$ cat config.mk
export PLATFORM = sky130hd
export DESIGN_NAME = l2_req_arbiter
export DESIGN_NICKNAME = d
export VERILOG_FILES = /design/src/rtl/l2_req_arbiter_pkg.sv /design/src/rtl/l2_req_arbiter_wdt.sv /design/src/rtl/l2_req_arbiter.sv
export SDC_FILE = /design/constraint.sdc
export NUM_CORES = 1
export LEC_CHECK = 0
export CAP_MARGIN = 20
export CORE_MARGIN = 2
export CORE_UTILIZATION = 42
export DETAILED_ROUTE_END_ITERATION = 7
export PLACE_DENSITY = 0.81
export SLEW_MARGIN = 0
export SYNTH_ARGS = -nofsm -noshare
export SYNTH_HDL_FRONTEND = slang
export SYNTH_SLANG_ARGS = --single-unit
$ cat constraint.sdc
create_clock -name clk -period 2 [get_ports clk]
set_input_delay 0.4 -clock clk [delete_from_list [all_inputs] [get_ports clk]]
set_output_delay 0.4 -clock clk [all_outputs]
set_load 0.01 [all_outputs]
$ cat src/rtl/l2_req_arbiter_pkg.sv
// Shared definitions for the L2 request arbiter: state encoding and parameter defaults.
// Kept alongside l2_cache.h so the C model and RTL agree on the encoding.
package l2_req_arbiter_pkg;

  typedef enum logic [1:0] {
    ARB_IDLE    = 2'd0,
    ARB_GNT_IC  = 2'd1,
    ARB_GNT_DC  = 2'd2,
    ARB_RELEASE = 2'd3
  } arb_state_t;

  localparam int STARVE_MAX_DEF = 4;
  localparam int WDT_CYCLES_DEF = 1024;

  // The starvation counter saturates instead of wrapping back to zero.
  function automatic logic [3:0] starve_inc(input logic [3:0] cnt);
    return (cnt == 4'hF) ? cnt : cnt + 4'd1;
  endfunction

endpackage

$ cat src/rtl/l2_req_arbiter_wdt.sv
// Grant watchdog for the L2 arbiter (built only with L2_ARB_WDT_EN).
// Fires when a grant has been held WDT_CYCLES cycles without its complete pulse.
module l2_arb_wdt #(
  parameter int WDT_CYCLES = 1024
) (
  input  logic clk,
  input  logic rst,
  input  logic grant_entry,
  input  logic in_grant,
  input  logic complete,
  output logic timeout,
  output logic wdt_err
);

  localparam int CW = (WDT_CYCLES > 2) ? $clog2(WDT_CYCLES) : 1;
  localparam logic [CW-1:0] LIMIT = CW'(WDT_CYCLES - 1);

  logic [CW-1:0] cnt;

  // A complete arriving on the limit cycle wins, so the transfer ends cleanly.
  assign timeout = in_grant && (cnt == LIMIT) && !complete;

  always_ff @(posedge clk or negedge rst) begin
    if (!rst) begin
      cnt     <= '0;
      wdt_err <= 1'b0;
    end else begin
      wdt_err <= timeout;
      if (grant_entry)
        cnt <= '0;
      else if (in_grant)
        cnt <= cnt + CW'(1);
    end
  end

endmodule

$ cat src/rtl/l2_req_arbiter.sv
// Arbitrates the single L2 controller between the L1 icache and dcache.
// Optional grant watchdog and wdt_err port enabled by defining L2_ARB_WDT_EN.
module l2_req_arbiter
  import l2_req_arbiter_pkg::*;
#(
  parameter int ADDR_W     = 32,
  parameter int STARVE_MAX = STARVE_MAX_DEF,
  parameter int WDT_CYCLES = WDT_CYCLES_DEF
) (
  input  logic              clk,
  input  logic              rst,
  input  logic              irq,
  input  logic [ADDR_W-1:0] ic_addr,
  input  logic              ic_rw,
  input  logic              drq,
  input  logic [ADDR_W-1:0] dc_addr,
  input  logic              dc_rw,
  input  logic              l2_busy,
  input  logic              complete_ic,
  input  logic              complete_dc,
  output logic              l2_req,
  output logic [ADDR_W-1:0] l2_addr,
  output logic              l2_cache_rw,
  output logic              gnt_ic,
  output logic              gnt_dc,
  output logic [3:0]        starve_cnt
`ifdef L2_ARB_WDT_EN
  ,
  output logic              wdt_err
`endif
);

  localparam logic [3:0] STARVE_LIM = 4'(STARVE_MAX);

  arb_state_t state;
  logic       pick_dc;
  logic       wdt_fire;

  assign pick_dc = drq && (!irq || (starve_cnt < STARVE_LIM));

`ifdef L2_ARB_WDT_EN
  logic grant_entry;
  logic in_grant;
  logic grant_done;

  assign grant_entry = (state == ARB_IDLE) && !l2_busy && (drq || irq);
  assign in_grant    = (state == ARB_GNT_IC) || (state == ARB_GNT_DC);
  assign grant_done  = (state == ARB_GNT_IC) ? complete_ic : complete_dc;

  l2_arb_wdt #(
    .WDT_CYCLES(WDT_CYCLES)
  ) u_wdt (
    .clk        (clk),
    .rst        (rst),
    .grant_entry(grant_entry),
    .in_grant   (in_grant),
    .complete   (grant_done),
    .timeout    (wdt_fire),
    .wdt_err    (wdt_err)
  );
`else
  assign wdt_fire = 1'b0;
`endif

  // Address and rw are latched only on grant entry and held for the whole grant.
  always_ff @(posedge clk or negedge rst) begin
    if (!rst) begin
      state       <= ARB_IDLE;
      l2_req      <= 1'b0;
      l2_addr     <= '0;
      l2_cache_rw <= 1'b0;
      gnt_ic      <= 1'b0;
      gnt_dc      <= 1'b0;
      starve_cnt  <= 4'd0;
    end else begin
      case (state)
        ARB_IDLE: begin
          if (!l2_busy) begin
            if (pick_dc) begin
              state       <= ARB_GNT_DC;
              gnt_dc      <= 1'b1;
              l2_req      <= 1'b1;
              l2_addr     <= dc_addr;
              l2_cache_rw <= dc_rw;
              starve_cnt  <= irq ? starve_inc(starve_cnt) : 4'd0;
            end else if (irq) begin
              state       <= ARB_GNT_IC;
              gnt_ic      <= 1'b1;
              l2_req      <= 1'b1;
              l2_addr     <= ic_addr;
              l2_cache_rw <= ic_rw;
              starve_cnt  <= 4'd0;
            end
          end
        end
        ARB_GNT_IC: begin
          if (complete_ic || wdt_fire) begin
            state  <= ARB_RELEASE;
            gnt_ic <= 1'b0;
            l2_req <= 1'b0;
          end
        end
        ARB_GNT_DC: begin
          if (complete_dc || wdt_fire) begin
            state  <= ARB_RELEASE;
            gnt_dc <= 1'b0;
            l2_req <= 1'b0;
          end
        end
        ARB_RELEASE: state <= ARB_IDLE;
        default:     state <= ARB_IDLE;
      endcase
    end
  end

endmodule

==> metrics.csv <==
metric,value,unit
Synth area leaders,"dfrtp_1 43%, o2111ai_1 12%, o211ai_1 10%, nand3_1 6.9%, o21ai_0 5.7%",
Synth area leader,dfrtp_1,
Critical Path Slowest Stage Cell,clkdlybuf4s50_1,
Tcrit/Tclk final,0.847,
Critical Path Sink,starve_cnt[0],
CTS sink count,42,
clock buffer depth,2,
crit path DAT,1290,ps
critical path type,flop to output port,
synthesized instance count,252,
DR iter-0 viols,167,
Final Max Tran Viols,0,
Worst Setup SP,starve_cnt[0],
final wirelength,7540,um
Placed Instances,418,
gr usage total,0.238,
RSZ-0062 raised after global routing,false,
ys flop type,dfrtp_1,
FMAX,591,MHz
largest fanout on the critical path,4,
Final Instance Count excl. Fillers,426,
outcome,"finished, final reports clean",
CP Buf/Inv Count,1,
r2r startpoint,state[0],
Worst R2R Setup Slack,350,ps
Mapped Avg Cell Area,9.78,um^2
Layout Nets,431,
core area,5570,um^2
"EDFF count, synth",0,
setup_tns,0,ps
Worst R2R End,gnt_dc,
share of cells above drive strength 1,0.0904,
max-cap viol count,0,
clock transition at the registers of the reported paths,80,ps
fillers,468,
Worst slew margin,0.639,
LEAKAGE,1.37,nW
Post-Syn Nets,330,
drt pass-1 iters,4,
cells resized by post-CTS repair,0,
CP Data Required Time,1600,ps
GPL Wtd Cong,0.815,
Vias,2556,
worst r2r path cells,5,
skew final,6.00,ps
CP Cell Sequence,clkdlybuf4s50_1,
setup violators final,0,
total grt overflow,0,
crit-path max cell delay,570,ps
"CP delay by family, top",buffers and inverters,
Util after Layout,0.678,
first-pass GRT wire length,12100,um
DRC,0,
detailed placement HPWL,5300,um
Initial Utilization,0.442,
Least-Margin Pin Slew,540,ps
"count leader, synth",dfrtp_1,
top-area cell type share of the netlist area,0.427,
number of buffers added on ports,112,
Post-Syn Area,2460,um^2
H-tree depth,2,
Die Wd,80.6,um
Seq cells post-synth,42,
"Hold-fix buffers, CTS",0,
clock latency on the worst-skew pair,290,ps
Antenna Cells,0,
final hold vios,0,
area grow syn2layout,53.5,%
register area share after synthesis,0.427,
wire per inst,17.7,um
initial antenna violation count,0,
full die area,6490,um^2
Syn. warnings,0,
ANT nets after route,0,
Power Total,4.42,mW
min cycle time layout,1690,ps
critical path endpoint category,output port,
vias in the first global route,2556,
Post-synth top cells,"42 x dfrtp_1, 34 x nand3_1, 33 x o2111ai_1, 33 x o211ai_1, 28 x o21ai_0",
TritonCTS buffer count,5,
Setup crit start kind,flop,
Netlist cell types,37,
Root Driver,clkbuf_8,
HP Class,input port to asynchronous set/reset pin,
Top Ports,113,
largest net degree at the start of global routing,36,
Power Density,1170,nW/um^2
number of vias per cell,6.00,
Std-Cell Rows,27,
"Async S/R FF share, synth",1.00,
clock tree from TritonCTS,built,
# Post-CTS Setup Buffers,0,
Die Y,80.6,um
Crit path depth,1,
Peak supply drop,1.15,mV
[where the power goes]
part,leakage [nW],internal [mW],switching [mW]
logic,0.782,1.21,1.12
clock network,0.0579,0.368,0.295
registers,0.528,1.22,0.214
[worst min path at each step]
stage	endpoint	slack (ps)	depth (start not counted)
final	l2_addr[22]	90	1
after global routing	l2_addr[22]	100	1
after CTS	l2_addr[22]	100	1
after detailed placement	gnt_ic	410	1
after global placement	gnt_ic	410	1
after floorplan	gnt_dc	100	0
[layout by cell type (no fill, tap or decap), types with 2 or more instances in the layout]
| cell type | instances |
|---|---|
| o21ai_1 | 5 |
| o21ai_0 | 28 |
| nand2b_1 | 2 |
| dfrtp_1 | 42 |
| nand3_1 | 34 |
| o311ai_0 | 2 |
| a31oi_1 | 2 |
| o2bb2ai_1 | 2 |
| clkdlybuf4s50_1 | 111 |
| ha_1 | 4 |
| mux2i_1 | 2 |
| nor2b_1 | 2 |
| buf_4 | 10 |
| clkinv_2 | 2 |
| o211ai_1 | 33 |
| inv_1 | 4 |
| buf_12 | 5 |
| clkbuf_8 | 5 |
| nand2_1 | 4 |
| o2111ai_1 | 33 |
[stage by stage]
stage               hold slack [ps]  instance area [um^2]  worst slack, ps
floorplan                       104                  2460              510
global placement                408                  3670              123
detailed placement              414                  3670             57.7
CTS                            95.5                  3780              298
global route                    105                  3780              170
finish                         87.8                  3780              307
[sequential cells by signal, indices dropped and copies added, names as in the netlist]
name / cells
gnt_dc: 1
gnt_ic: 1
l2_addr: 32
l2_cache_rw: 1
l2_req: 1
starve_cnt: 4
state: 2
[layer usage]
layer  up-vias  wire length (um)  share of wire  global-route usage
met5         -                 0              0                   0
met4         0                76          0.010              0.0593
met3        10               502          0.067              0.0472
met2       109              3920           0.52               0.416
met1      1230              3040           0.40               0.300
li1       1207                 -              -                   -
[layout make-up]
class | count | area (um^2) | area share
timing repair buffer | 127 | 1290 | 0.341
sequential | 42 | 1050 | 0.278
inverter | 6 | 22.5 | 0.00596
multi-input combinational | 171 | 1220 | 0.322
clock buffer | 5 | 68.8 | 0.0182
tap | 72 | 90.1 | 0.0238
clock inverter | 3 | 40.0 | 0.0106
[kinds of logic after synthesis]
| family | synth area share |
|---|---|
| AO/OA/AOI/OAI | 0.359 |
| adder cells (fa/ha/maj) | 0.0254 |
| buffers and inverters | 0.0802 |
| flip-flops | 0.427 |
| multiplexers | 0.0127 |
| AND/OR/NAND/NOR | 0.0965 |
No activity file was read; power rests on OpenSTA's default activity.
